### src/rtl/ex_mem_skid_stage_pkg.sv
// Shared types and constants for the EX->MEM skid stage (package ex_mem_pkg).
package ex_mem_pkg;

  localparam int unsigned CTRL_W     = 3;
  localparam int unsigned DEF_DATA_W = 32;
  localparam int unsigned DEF_REG_AW = 5;

  typedef struct packed {
    logic reg_write;
    logic mem_to_reg;
    logic mem_write;
  } ctrl_t;

  // Control sits in the MSBs so the skid buffer can clear it by position on flush.
  typedef struct packed {
    ctrl_t                  ctrl;
    logic [DEF_DATA_W-1:0]  result;
    logic [DEF_DATA_W-1:0]  store_data;
    logic [DEF_REG_AW-1:0]  dst;
  } payload_t;

endpackage

### src/rtl/ex_mem_skid_stage_if.sv
// EX-side and MEM-side handshake/bus signals of the EX->MEM stage.
interface ex_mem_skid_stage_if #(
  parameter int unsigned DATA_W = 32,
  parameter int unsigned REG_AW = 5
);
  logic              FlushE;
  logic              ValidE;
  logic              ReadyE;
  logic              RegWriteE;
  logic              MemtoRegE;
  logic              MemWriteE;
  logic [DATA_W-1:0] ALUResultIn;
  logic [DATA_W-1:0] ExMidIn;
  logic [REG_AW-1:0] ExDstIn;
  logic              ValidM;
  logic              ReadyM;
  logic              RegWriteM;
  logic              MemtoRegM;
  logic              MemWriteM;
  logic [DATA_W-1:0] ALUResultOut;
  logic [DATA_W-1:0] ExMidOut;
  logic [REG_AW-1:0] ExDstOut;

  modport master (
    output FlushE, ValidE, RegWriteE, MemtoRegE, MemWriteE, ALUResultIn, ExMidIn, ExDstIn, ReadyM,
    input  ReadyE, ValidM, RegWriteM, MemtoRegM, MemWriteM, ALUResultOut, ExMidOut, ExDstOut
  );

  modport slave (
    input  FlushE, ValidE, RegWriteE, MemtoRegE, MemWriteE, ALUResultIn, ExMidIn, ExDstIn, ReadyM,
    output ReadyE, ValidM, RegWriteM, MemtoRegM, MemWriteM, ALUResultOut, ExMidOut, ExDstOut
  );
endinterface

### src/rtl/ex_mem_skid_stage_pipe_skid_buf.sv
// Generic main + one-entry skid register with registered ready and synchronous flush.
module pipe_skid_buf #(
  parameter int unsigned PAY_W            = 8,
  parameter int unsigned CTRL_W           = 0,
  parameter bit          FLUSH_KEEPS_DATA = 1'b1
) (
  input  logic             clk,
  input  logic             rst_n,
  input  logic             flush,
  input  logic             in_valid,
  output logic             in_ready,
  input  logic [PAY_W-1:0] in_data,
  output logic             out_valid,
  input  logic             out_ready,
  output logic [PAY_W-1:0] out_data
);

  // Bits that survive a flush: everything below the CTRL_W control MSBs, or nothing.
  localparam logic [PAY_W-1:0] KEEP_MASK =
    FLUSH_KEEPS_DATA ? ({PAY_W{1'b1}} >> CTRL_W) : '0;

  logic             main_valid_q, main_valid_d;
  logic             skid_valid_q, skid_valid_d;
  logic [PAY_W-1:0] main_data_q,  main_data_d;
  logic [PAY_W-1:0] skid_data_q,  skid_data_d;
  logic             accept, drain;

  assign in_ready  = !skid_valid_q;
  assign out_valid = main_valid_q;
  assign out_data  = main_data_q;
  assign accept    = in_valid && in_ready;
  assign drain     = main_valid_q && out_ready;

  always_comb begin
    main_valid_d = main_valid_q;
    skid_valid_d = skid_valid_q;
    main_data_d  = main_data_q;
    skid_data_d  = skid_data_q;
    if (flush) begin
      main_valid_d = 1'b0;
      skid_valid_d = 1'b0;
      main_data_d  = main_data_q & KEEP_MASK;
      skid_data_d  = skid_data_q & KEEP_MASK;
    end else if (!main_valid_q || drain) begin
      // Main is free this edge: a held skid entry takes priority to keep order.
      if (skid_valid_q) begin
        main_valid_d = 1'b1;
        main_data_d  = skid_data_q;
        skid_valid_d = 1'b0;
      end else if (accept) begin
        main_valid_d = 1'b1;
        main_data_d  = in_data;
      end else begin
        main_valid_d = 1'b0;
      end
    end else if (accept) begin
      skid_valid_d = 1'b1;
      skid_data_d  = in_data;
    end
  end

  always_ff @(posedge clk) begin
    if (!rst_n) begin
      main_valid_q <= 1'b0;
      skid_valid_q <= 1'b0;
      main_data_q  <= '0;
      skid_data_q  <= '0;
    end else begin
      main_valid_q <= main_valid_d;
      skid_valid_q <= skid_valid_d;
      main_data_q  <= main_data_d;
      skid_data_q  <= skid_data_d;
    end
  end

  always_ff @(posedge clk) begin
    if (rst_n) assert (!(skid_valid_q && !main_valid_q));
  end

endmodule

### src/rtl/ex_mem_skid_stage.sv
// EX->MEM valid/ready pipeline stage with skid buffer and flush.
// Optional stall counter output StallCnt enabled by macro EX_MEM_STALL_CNT_EN.
module ex_mem_skid_stage
  import ex_mem_pkg::*;
#(
  parameter int unsigned DATA_W           = DEF_DATA_W,
  parameter int unsigned REG_AW           = DEF_REG_AW,
  parameter bit          FLUSH_KEEPS_DATA = 1'b1
) (
  input  logic                Clk,
  input  logic                Rst_n,
`ifdef EX_MEM_STALL_CNT_EN
  output logic [31:0]         StallCnt,
`endif
  ex_mem_skid_stage_if.slave  bus
);

  typedef struct packed {
    ctrl_t             ctrl;
    logic [DATA_W-1:0] result;
    logic [DATA_W-1:0] store_data;
    logic [REG_AW-1:0] dst;
  } stage_pay_t;

  localparam int unsigned PAY_W = $bits(stage_pay_t);

  stage_pay_t pay_in, pay_out;
  logic       valid_m;

  always_comb begin
    pay_in                 = '0;
    pay_in.ctrl.reg_write  = bus.RegWriteE;
    pay_in.ctrl.mem_to_reg = bus.MemtoRegE;
    pay_in.ctrl.mem_write  = bus.MemWriteE;
    pay_in.result          = bus.ALUResultIn;
    pay_in.store_data      = bus.ExMidIn;
    pay_in.dst             = bus.ExDstIn;
  end

  pipe_skid_buf #(
    .PAY_W            (PAY_W),
    .CTRL_W           (CTRL_W),
    .FLUSH_KEEPS_DATA (FLUSH_KEEPS_DATA)
  ) u_buf (
    .clk       (Clk),
    .rst_n     (Rst_n),
    .flush     (bus.FlushE),
    .in_valid  (bus.ValidE),
    .in_ready  (bus.ReadyE),
    .in_data   (pay_in),
    .out_valid (valid_m),
    .out_ready (bus.ReadyM),
    .out_data  (pay_out)
  );

  assign bus.ValidM       = valid_m;
  assign bus.RegWriteM    = pay_out.ctrl.reg_write  && valid_m;
  assign bus.MemtoRegM    = pay_out.ctrl.mem_to_reg && valid_m;
  assign bus.MemWriteM    = pay_out.ctrl.mem_write  && valid_m;
  assign bus.ALUResultOut = pay_out.result;
  assign bus.ExMidOut     = pay_out.store_data;
  assign bus.ExDstOut     = pay_out.dst;

`ifdef EX_MEM_STALL_CNT_EN
  logic [31:0] stall_cnt_q, stall_cnt_d;

  always_comb begin
    stall_cnt_d = stall_cnt_q;
    if (valid_m && !bus.ReadyM && (stall_cnt_q != '1)) stall_cnt_d = stall_cnt_q + 32'd1;
  end

  always_ff @(posedge Clk) begin
    if (!Rst_n) stall_cnt_q <= '0;
    else        stall_cnt_q <= stall_cnt_d;
  end

  assign StallCnt = stall_cnt_q;
`endif

endmodule

### src/flat_wrapper.sv
// flat-port wrapper written by rule: the top's interface ports become plain ports
module ex_mem_skid_stage_flat import ex_mem_pkg::*;
#(
  parameter int unsigned DATA_W           = DEF_DATA_W,
  parameter int unsigned REG_AW           = DEF_REG_AW,
  parameter bit          FLUSH_KEEPS_DATA = 1'b1
)
  (Clk, Rst_n, bus_FlushE, bus_ValidE, bus_RegWriteE, bus_MemtoRegE, bus_MemWriteE, bus_ALUResultIn, bus_ExMidIn, bus_ExDstIn, bus_ReadyM, bus_ReadyE, bus_ValidM, bus_RegWriteM, bus_MemtoRegM, bus_MemWriteM, bus_ALUResultOut, bus_ExMidOut, bus_ExDstOut);
  ex_mem_skid_stage_if #(.DATA_W(DATA_W), .REG_AW(REG_AW)) bus_i ();
  input  logic Clk;
  input  logic Rst_n;
  input wire logic [$bits(bus_i.FlushE)-1:0] bus_FlushE;
  input wire logic [$bits(bus_i.ValidE)-1:0] bus_ValidE;
  input wire logic [$bits(bus_i.RegWriteE)-1:0] bus_RegWriteE;
  input wire logic [$bits(bus_i.MemtoRegE)-1:0] bus_MemtoRegE;
  input wire logic [$bits(bus_i.MemWriteE)-1:0] bus_MemWriteE;
  input wire logic [$bits(bus_i.ALUResultIn)-1:0] bus_ALUResultIn;
  input wire logic [$bits(bus_i.ExMidIn)-1:0] bus_ExMidIn;
  input wire logic [$bits(bus_i.ExDstIn)-1:0] bus_ExDstIn;
  input wire logic [$bits(bus_i.ReadyM)-1:0] bus_ReadyM;
  output wire logic [$bits(bus_i.ReadyE)-1:0] bus_ReadyE;
  output wire logic [$bits(bus_i.ValidM)-1:0] bus_ValidM;
  output wire logic [$bits(bus_i.RegWriteM)-1:0] bus_RegWriteM;
  output wire logic [$bits(bus_i.MemtoRegM)-1:0] bus_MemtoRegM;
  output wire logic [$bits(bus_i.MemWriteM)-1:0] bus_MemWriteM;
  output wire logic [$bits(bus_i.ALUResultOut)-1:0] bus_ALUResultOut;
  output wire logic [$bits(bus_i.ExMidOut)-1:0] bus_ExMidOut;
  output wire logic [$bits(bus_i.ExDstOut)-1:0] bus_ExDstOut;
  assign bus_i.FlushE = bus_FlushE;
  assign bus_i.ValidE = bus_ValidE;
  assign bus_i.RegWriteE = bus_RegWriteE;
  assign bus_i.MemtoRegE = bus_MemtoRegE;
  assign bus_i.MemWriteE = bus_MemWriteE;
  assign bus_i.ALUResultIn = bus_ALUResultIn;
  assign bus_i.ExMidIn = bus_ExMidIn;
  assign bus_i.ExDstIn = bus_ExDstIn;
  assign bus_i.ReadyM = bus_ReadyM;
  assign bus_ReadyE = bus_i.ReadyE;
  assign bus_ValidM = bus_i.ValidM;
  assign bus_RegWriteM = bus_i.RegWriteM;
  assign bus_MemtoRegM = bus_i.MemtoRegM;
  assign bus_MemWriteM = bus_i.MemWriteM;
  assign bus_ALUResultOut = bus_i.ALUResultOut;
  assign bus_ExMidOut = bus_i.ExMidOut;
  assign bus_ExDstOut = bus_i.ExDstOut;
  ex_mem_skid_stage #(.DATA_W(DATA_W), .REG_AW(REG_AW), .FLUSH_KEEPS_DATA(FLUSH_KEEPS_DATA)) u_core (.Clk(Clk), .Rst_n(Rst_n), .bus(bus_i));
endmodule
### config.mk
export PLATFORM = sky130hd
export DESIGN_NAME = ex_mem_skid_stage_flat
export DESIGN_NICKNAME = d
export VERILOG_FILES = /design/src/rtl/ex_mem_skid_stage_pkg.sv /design/src/rtl/ex_mem_skid_stage_if.sv /design/src/rtl/ex_mem_skid_stage_pipe_skid_buf.sv /design/src/rtl/ex_mem_skid_stage.sv /design/src/flat_wrapper.sv
export SDC_FILE = /design/constraint.sdc
export NUM_CORES = 1
export LEC_CHECK = 0
export CAP_MARGIN = 20
export CORE_AREA = 2 2 160 162
export DETAILED_ROUTE_END_ITERATION = 10
export DIE_AREA = 0 0 162 164
export SLEW_MARGIN = 5
export SYNTH_ARGS = -nofsm -noshare
export SYNTH_HDL_FRONTEND = slang
export SYNTH_SLANG_ARGS = --single-unit
### constraint.sdc
create_clock -name Clk -period 1.4 [get_ports Clk]
set_clock_uncertainty 0.05 [all_clocks]
set_input_delay 0.28 -clock Clk [delete_from_list [all_inputs] [get_ports Clk]]
set_output_delay 0.28 -clock Clk [all_outputs]
set_load 0.01 [all_outputs]
Word-level counts from Yosys, hierarchy flattened. Cells that the tools add are included.

Output and inout bits: 74. Register bits: 146. Bits of input ports: 77.

Muxes and demuxes: 4. Reduce and logical (&&, ||, !) cells: 15. Bitwise gates (word level): 3.

Operator list (count): 72-bit 2-to-1 mux (2); 3-bit AND reduction (2); 1-bit logical AND (5); 2-bit AND reduction (2); 1-bit NOT (3); 3-bit OR reduction (1); 1-bit zero test (2); 1-bit 2-to-1 mux (2); 2-bit nonzero test (1); 2-bit OR reduction (1); 1-bit logical OR (1).

Logic depth before layout (Yosys ltp). Gate-level depths: netlist (run 1).

Depth after elaboration: 4. Depth in mapped cells: 7. Mapped depth without buffers: 3.

Modules after synthesis. Synthesis (run 1) repeated with hierarchy kept, for this count alone.

Cell total of the unflattened synthesis: 715. Area, all modules: 6623.9 µm².

Modules (own cells, without submodules): pipe_skid_buf (cells an instance 712, area each 6605.1 µm², sequential area each 2922.8 µm², times used 1); ex_mem_skid_stage (cells an instance 3, area each 18.8 µm², sequential area each 0.0 µm², times used 1).

Worst setup path before layout (run 1). OpenSTA, ideal clock, no wires.

Path type: register to register. From: reg u_core.u_buf.main_valid_q (netlist: u_core.u_buf.out_valid). To: reg u_core.u_buf.skid_data_q[58]. Arrival time: 1401 ps. Cell stages (with the launch flop): 7. Path buffers: 3. Clock period less this slack: 1522 ps. Setup slack: -122 ps. Cell sequence: dfxtp_1 -> and4bb_4 -> and2b_1 -> buf_4 -> buf_6 -> buf_8 -> mux2i_1.

Longest elaborated chain between the ends: 4.

RTL lines: from (decl) (RTL line ex_mem_skid_stage_pipe_skid_buf.sv:22) `logic main_valid_q, main_valid_d;`; from (signal assigned) (RTL line ex_mem_skid_stage_pipe_skid_buf.sv:69) `main_valid_q <= main_valid_d;`; 1-bit zero test / 1-bit logical AND (equally long branches) (RTL line ex_mem_skid_stage_pipe_skid_buf.sv:44, ex_mem_skid_stage_pipe_skid_buf.sv:32); 1-bit logical OR (*) (RTL line ex_mem_skid_stage_pipe_skid_buf.sv:44) `end else if (!main_valid_q || drain) begin`; 1-bit NOT (no source line) (*); 3-bit AND reduction (no source line) (*); to (signal assigned) (RTL line ex_mem_skid_stage_pipe_skid_buf.sv:72) `skid_data_q <= skid_data_d;`; to (decl) (RTL line ex_mem_skid_stage_pipe_skid_buf.sv:25) `logic [PAY_W-1:0] skid_data_q, skid_data_d;`.

Every way passes the cells marked *; elsewhere a longest branch is shown, timed or not. A chain may end at the register's enable or synchronous reset.

Worst setup path in the final report (run 1).
From: reg u_core.u_buf.skid_valid_q. To: reg u_core.u_buf.skid_data_q[47].

Longest elaborated chain between the ends: 3.

RTL lines: from (decl) (RTL line ex_mem_skid_stage_pipe_skid_buf.sv:23) `logic skid_valid_q, skid_valid_d;`; from (signal assigned) (RTL line ex_mem_skid_stage_pipe_skid_buf.sv:70) `skid_valid_q <= skid_valid_d;`; 1-bit zero test (RTL line ex_mem_skid_stage_pipe_skid_buf.sv:28) `assign in_ready = !skid_valid_q;`; 1-bit logical AND (RTL line ex_mem_skid_stage_pipe_skid_buf.sv:31) `assign accept = in_valid && in_ready;`; 3-bit AND reduction (no source line).

No other way between the ends.

==> results_dict.tcl, run 1 <==
set metrics [dict create \
    outcome "finished with violations" \
    violations "setup timing" \
    synth.distinct_cells 22 \
    grt_setup_unrepaired "yes" \
    vias_per_cell 4.26 \
    multi_input_area_um2 3410 \
    r2r_end "u_core.u_buf.skid_data_q[47]" \
    yosysSeqAreaShare_pct 40.9 \
    synthTopCellsByArea "dfxtp_1 (41%), mux2i_1 (20%), nand2_1 (14%)" \
    cap_violations 0 \
    path_cells "and4bb_4 > and2b_4 > buf_6 > clkbuf_16 > mux2i_1" \
    min_period_ns 1.53 \
    synthToLayoutAreaGrowth_pct 37.3 \
    rr_worst_depth 5 \
    dp.cells 1166 \
    critical-path-max-stage-delay_ns 0.35 \
    power_density_nw_per_um2 1060 \
    drt_iter0_drc 215 \
    portBuffers 150 \
    max-slew-margin-rel_pct 79.5 \
    fin_hold_ws_ns 0.209 \
    slew_viol_final 0 \
    drc 0 \
    hp-start "Rst_n" \
    drt_wl_total_mm 17.8 \
    worst-path-buf-inv 2 \
    timing.fmax_mhz 654 \
    synth_seq_cells 146 \
    fillers 2507 \
    worst_pin_slew_ns 0.308 \
    die_h_um 164 \
    start_kind "register" \
    grt_overflow 0 \
    syn-instance-count 784 \
    dp_hpwl_mm 10.5 \
    min_to "u_core.u_buf.out_data[6]" \
    avgSynthCellArea_um2 9.11 \
    synth.most_common_cell "nand2_1" \
    instances_no_fill 1229 \
    synth_edf_count 0 \
    async_reset_ff_share_pct 0 \
    design_area_um2 9810 \
    r2r_start "u_core.u_buf.skid_valid_q" \
    grt_pass1_vias 5212 \
    drt.antenna.violating_nets 0 \
    clock-root-buffer "clkbuf_16" \
    ys_warn_count 0 \
    drive_above_1_share_pct 12.2 \
    wire_per_inst_um 14.5 \
    placed_cell_area_um2 8610 \
    cp_max_fo 8 \
    dr.pass1.iters 4 \
    hold_viol_final 0 \
    hold_path_depth 3 \
    io_pins 151 \
    nets 962 \
    grt_pass1_wl_mm 28.0 \
    cp.arrival_ns 1.82 \
    synth_commonest_cells "nand2_1 (276), dfxtp_1 (146), mux2i_1 (144)" \
    yosysTopAreaCell "dfxtp_1" \
    rows 58 \
    dr_total_vias 5233 \
    antenna_found_initial 1 \
    vdd.ir_drop.worst_mv 0.516 \
    dieWidth_um 162 \
    cts.path.max_buffers 2 \
    hold_class "input pin to register" \
    cts_tree "done" \
    htree_levels 4 \
    routabilityCongestion 0.702 \
    worst_slack_ns -0.128 \
    clkSlewWorstSetupHoldPaths_ns 0.06 \
    cp_slowest_cell "dfxtp_4" \
    p_leak_nw 4.19 \
    synth_top_area_share_pct 40.9 \
    syn-num-nets 861 \
    endpoint_kind "register" \
    dominantRegCellSynth "dfxtp_1" \
    dieArea_um2 26600 \
    worstPathRequired_ns 1.69 \
    setup.worst_path.class "register to register" \
    clock_latency_ns 0.41 \
    grt_max_degree 66 \
    start_util_pct 28.8 \
    core_area_um2 24800 \
    regArea_um2 2930 \
    clock-sinks 146 \
    cts_made_buffers 17 \
    synth_area_um2 7150 \
    track_usage_pct 13.6 \
    period_share_pct 109 \
    setup_viol 120 \
    crit_family "simple AND/OR/NAND/NOR gates" \
    r2r_slack_ns -0.13 \
]
## tightest hold or removal path: stages
cell and delay (ns):
clkbuf_8 0.20, nand2_1 0.08, mux2i_1 0.05
## power breakdown
part | switching (mW) | total (mW) | internal (mW)
logic | 0.532 | 1.20 | 0.667
registers | 0.0620 | 4.34 | 4.28
clock network | 1.83 | 4.87 | 3.04
## timing repair
item	in CTS	in global routing
resized for setup	130	39
cloned	14	4
hold buffers	0	0
endpoints found under the hold margin	0	0
pin swaps	1	2
setup buffers	16	4
endpoints found under the setup margin	200	159
## state kept, by name, summed over array words and instances, names as in the netlist
signal	cells
u_core.u_buf.skid_valid_q	1
u_core.u_buf.out_valid	1
u_core.u_buf.skid_data_q	72
u_core.u_buf.out_data	72
## cells in the final DEF (no fill, tap or decap), types with 5 or more instances in the layout
cell type,netlist,layout
buf_4,81,14
dlygate4sd2_1,0,46
clkbuf_16,0,21
clkdlybuf4s15_1,0,16
buf_8,1,6
clkbuf_1,29,5
clkbuf_2,0,7
dfxtp_1,146,144
mux2_1,67,65
clkdlybuf4s50_1,0,75
buf_12,0,19
buf_6,3,7
buf_16,0,11
nand2_1,276,276
mux2i_1,144,143
## metal layers
metal	vias to the layer above	GRT usage, %	part of all wire (%)	wire [µm]
met2	95	23.1	47	8450
li1	2708	-	-	-
met1	2419	16.7	47	8320
met5	-	0	0	0
met3	11	3.89	4.7	832
met4	0	3.74	1.1	195
## cell type report
class                      instances  area share [%]
multi-input combinational        510            34.7
sequential                       146            29.9
timing repair buffer             209            24.9
clock buffer                      23            4.67
tap                              330            4.21
clock inverter                     9            1.58
inverter                           1          0.0638
antenna                            1          0.0255
## how the worst max path moves through the flow
stage	slack, ns	cells past startpoint	endpoint	from
after floorplan	-0.04	6	u_core.u_buf.skid_data_q[58]	bus_ReadyM
after global placement	-0.45	5	u_core.u_buf.skid_data_q[14]	bus_ReadyM
after detailed placement	-0.50	5	u_core.u_buf.skid_data_q[37]	bus_ValidE
after CTS	-0.17	7	u_core.u_buf.out_data[54]	u_core.u_buf.skid_valid_q
after global routing	-0.18	5	u_core.u_buf.skid_data_q[25]	u_core.u_buf.skid_valid_q
final	-0.13	5	u_core.u_buf.skid_data_q[47]	u_core.u_buf.skid_valid_q
## through the flow
| stage | worst slack [ns] | utilization, % | total power, mW | setup TNS (ns) |
|---|---|---|---|---|
| 3_5_place_dp | -0.500 | 34.7 | 5.57 | -60.94 |
| 2_1_floorplan | -0.0424 | - | 5.12 | -0.445 |
| 3_3_place_gp | -0.451 | 34.7 | 5.57 | -57.40 |
| 4_1_cts | -0.169 | 39.5 | 10.6 | -10.94 |
| 5_1_grt | -0.183 | 39.5 | 10.9 | -16.31 |
| 6_report | -0.128 | 39.5 | 10.4 | -6.80 |
## logic make-up after synthesis
| group | Yosys count | synth area share, % |
|---|---|---|
| simple gates | 290 | 15.7 |
| flops | 146 | 40.9 |
| mux | 213 | 31.0 |
| compound gates | 7 | 0.648 |
| buf+inv | 128 | 11.7 |
Power figures use the tool's default switching activity.
==> inputs of run 2 (changes only) <==
- PLACE_DENSITY_LB_ADDON: not set -> 0.1
==> run 2 against run 1 <==
The run still ends with setup timing left. Via count grew 2.6%. Sequential share of layout area down 0.63 points. Non-clock buffer count is 14 higher. Die area stayed put. Total power fell by 3.1%.
==> results_dict.tcl, run 2 (same netlist as run 1, synthesis figures left out) <==
set metrics [dict create \
    vias_per_cell 4.32 \
    dieArea_um2 26600 \
    clock-root-buffer "clkbuf_16" \
    routabilityCongestion 0.702 \
    drt_iter0_drc 210 \
    drive_above_1_share_pct 19.2 \
    die_h_um 164 \
    antenna_cells 0 \
    vdd.ir_drop.worst_mv 0.720 \
    setup_viol 133 \
    grt_pass1_wl_mm 28.2 \
    track_usage_pct 13.6 \
    outcome "finished with violations" \
    final_common_cell "nand2_1" \
    clkSlewWorstSetupHoldPaths_ns 0.06 \
    dieWidth_um 162 \
    swShare_pct 25.4 \
    grt_pass1_vias 5442 \
    start_kind "input pin" \
    io_pins 151 \
    layout_common_cells "nand2_1 (273), dfxtp_1 (144), mux2i_1 (142)" \
    grt_max_degree 55 \
    cts.path.max_buffers 2 \
    dp_hpwl_mm 11.9 \
    drc 0 \
    r2r_slack_ns -0.09 \
    synthToLayoutAreaGrowth_pct 40.3 \
    htree_levels 4 \
    dr.pass1.iters 4 \
    violations "setup timing" \
    hold_class "input pin to register" \
    hold_viol_final 0 \
    worst_slack_ns -0.0851 \
    nets 976 \
    p_seq_share_pct 43.1 \
    utilization_pct 40.4 \
    slew_viol_final 0 \
    comb_power_share_pct 12.8 \
    worst_pin_slew_ns 0.283 \
    start_util_pct 28.8 \
    clockPowerShare_pct 44.1 \
    max-slew-margin-rel_pct 81.1 \
    dr_total_vias 5369 \
    p_leak_nw 4.28 \
    hp-start "Rst_n" \
    endpoint_kind "register" \
    r2r_end "u_core.u_buf.skid_data_q[55]" \
    rows 58 \
    ctsHoldBuffers 0 \
    clock_latency_ns 0.42 \
    rr_worst_depth 5 \
    p_int_mw 7.52 \
    cp.arrival_ns 1.77 \
    fillers 2480 \
    period_share_pct 106 \
    wire_per_inst_um 15.3 \
    timing.fmax_mhz 673 \
    drt_wl_total_mm 18.9 \
    core_area_um2 24800 \
    min_to "u_core.u_buf.out_data[54]" \
    clock-sinks 146 \
    cts_tree "done" \
    hold_path_depth 3 \
    min_period_ns 1.49 \
    regArea_um2 2930 \
    cts_made_buffers 17 \
    r2r_start "u_core.u_buf.skid_valid_q" \
    multi_input_area_um2 3550 \
    grt_setup_unrepaired "yes" \
    worstPathRequired_ns 1.69 \
    antenna_found_initial 0 \
    power_density_nw_per_um2 1010 \
    dp_slack_ns -0.511 \
    switchingPower_mw 2.56 \
    portBuffers 150 \
    cap_violations 0 \
    setup.worst_path.class "input pin to register" \
    grt_overflow 0 \
    drt.antenna.violating_nets 0 \
    cp_max_fo 10 \
]
## run 2: worst max path at each step
stage	startpoint	endpoint	slack, ns	cells after the start
6_report	bus_ValidE	u_core.u_buf.out_data[25]	-0.09	6
5_1_grt	u_core.u_buf.skid_valid_q	u_core.u_buf.skid_data_q[63]	-0.15	5
4_1_cts	u_core.u_buf.skid_valid_q	u_core.u_buf.skid_data_q[16]	-0.15	5
3_5_place_dp	bus_ValidE	u_core.u_buf.skid_data_q[16]	-0.51	5
3_3_place_gp	bus_ReadyM	u_core.u_buf.skid_data_q[17]	-0.43	5
2_1_floorplan	bus_ReadyM	u_core.u_buf.skid_data_q[58]	-0.04	6
## run 2: stage by stage
step | std cells | area, µm² | power [mW] | setup TNS [ns] | hold slack (ns)
after floorplan | 784 | 7170 | 5.12 | -0.445 | 0.372
after global placement | 1184 | 8800 | 5.63 | -53.56 | 0.389
after detailed placement | 1184 | 8800 | 5.64 | -58.63 | 0.396
after CTS | 1237 | 9770 | 10.2 | -12.58 | 0.163
after global routing | 1242 | 10000 | 10.5 | -15.46 | 0.172
final | 1242 | 10000 | 10.1 | -5.61 | 0.175
## run 2: metal layers
layer  GRT usage [%]  wire, µm  share of wire [%]  vias to the layer above
li1                -         -                  -                     2733
met1            17.3      9120                 48                     2532
met2            22.5      8960                 47                       93
met3            3.41       672                3.5                       11
met4            4.51       193                1.0                        0
met5               0         0                  0                        -
## run 2: layout make-up
| type | count | share of cell area [%] |
|---|---|---|
| Timing Repair Buffer | 223 | 25.5 |
| Sequential cell | 146 | 29.2 |
| Multi-Input combinational cell | 510 | 35.4 |
| Inverter | 1 | 0.0374 |
| Tap cell | 330 | 4.12 |
| Clock buffer | 21 | 4.81 |
| Clock inverter | 11 | 0.924 |
## run 2: what timing repair did
action | in CTS | in global routing
endpoints found under the setup margin | 185 | 183
setup buffers | 12 | 4
gates resized for setup | 133 | 105
pin swaps | 0 | 10
cloned | 9 | 8
## run 2: critical path, cell delays in order
cell	delay [ns]
clkdlybuf4s50_1	0.45
or2_1	0.26
nand3b_1	0.17
buf_12	0.21
buf_16	0.17
mux2i_1	0.21
## run 2: power by group through the flow
stage | sequential, mW | clock (mW) | combinational, mW
after detailed placement | 4.44 | 0 | 1.20
after global placement | 4.44 | 0 | 1.19
after floorplan | 4.42 | 0 | 0.703
after global routing | 4.36 | 4.79 | 1.40
after CTS | 4.34 | 4.61 | 1.25
final | 4.34 | 4.45 | 1.29
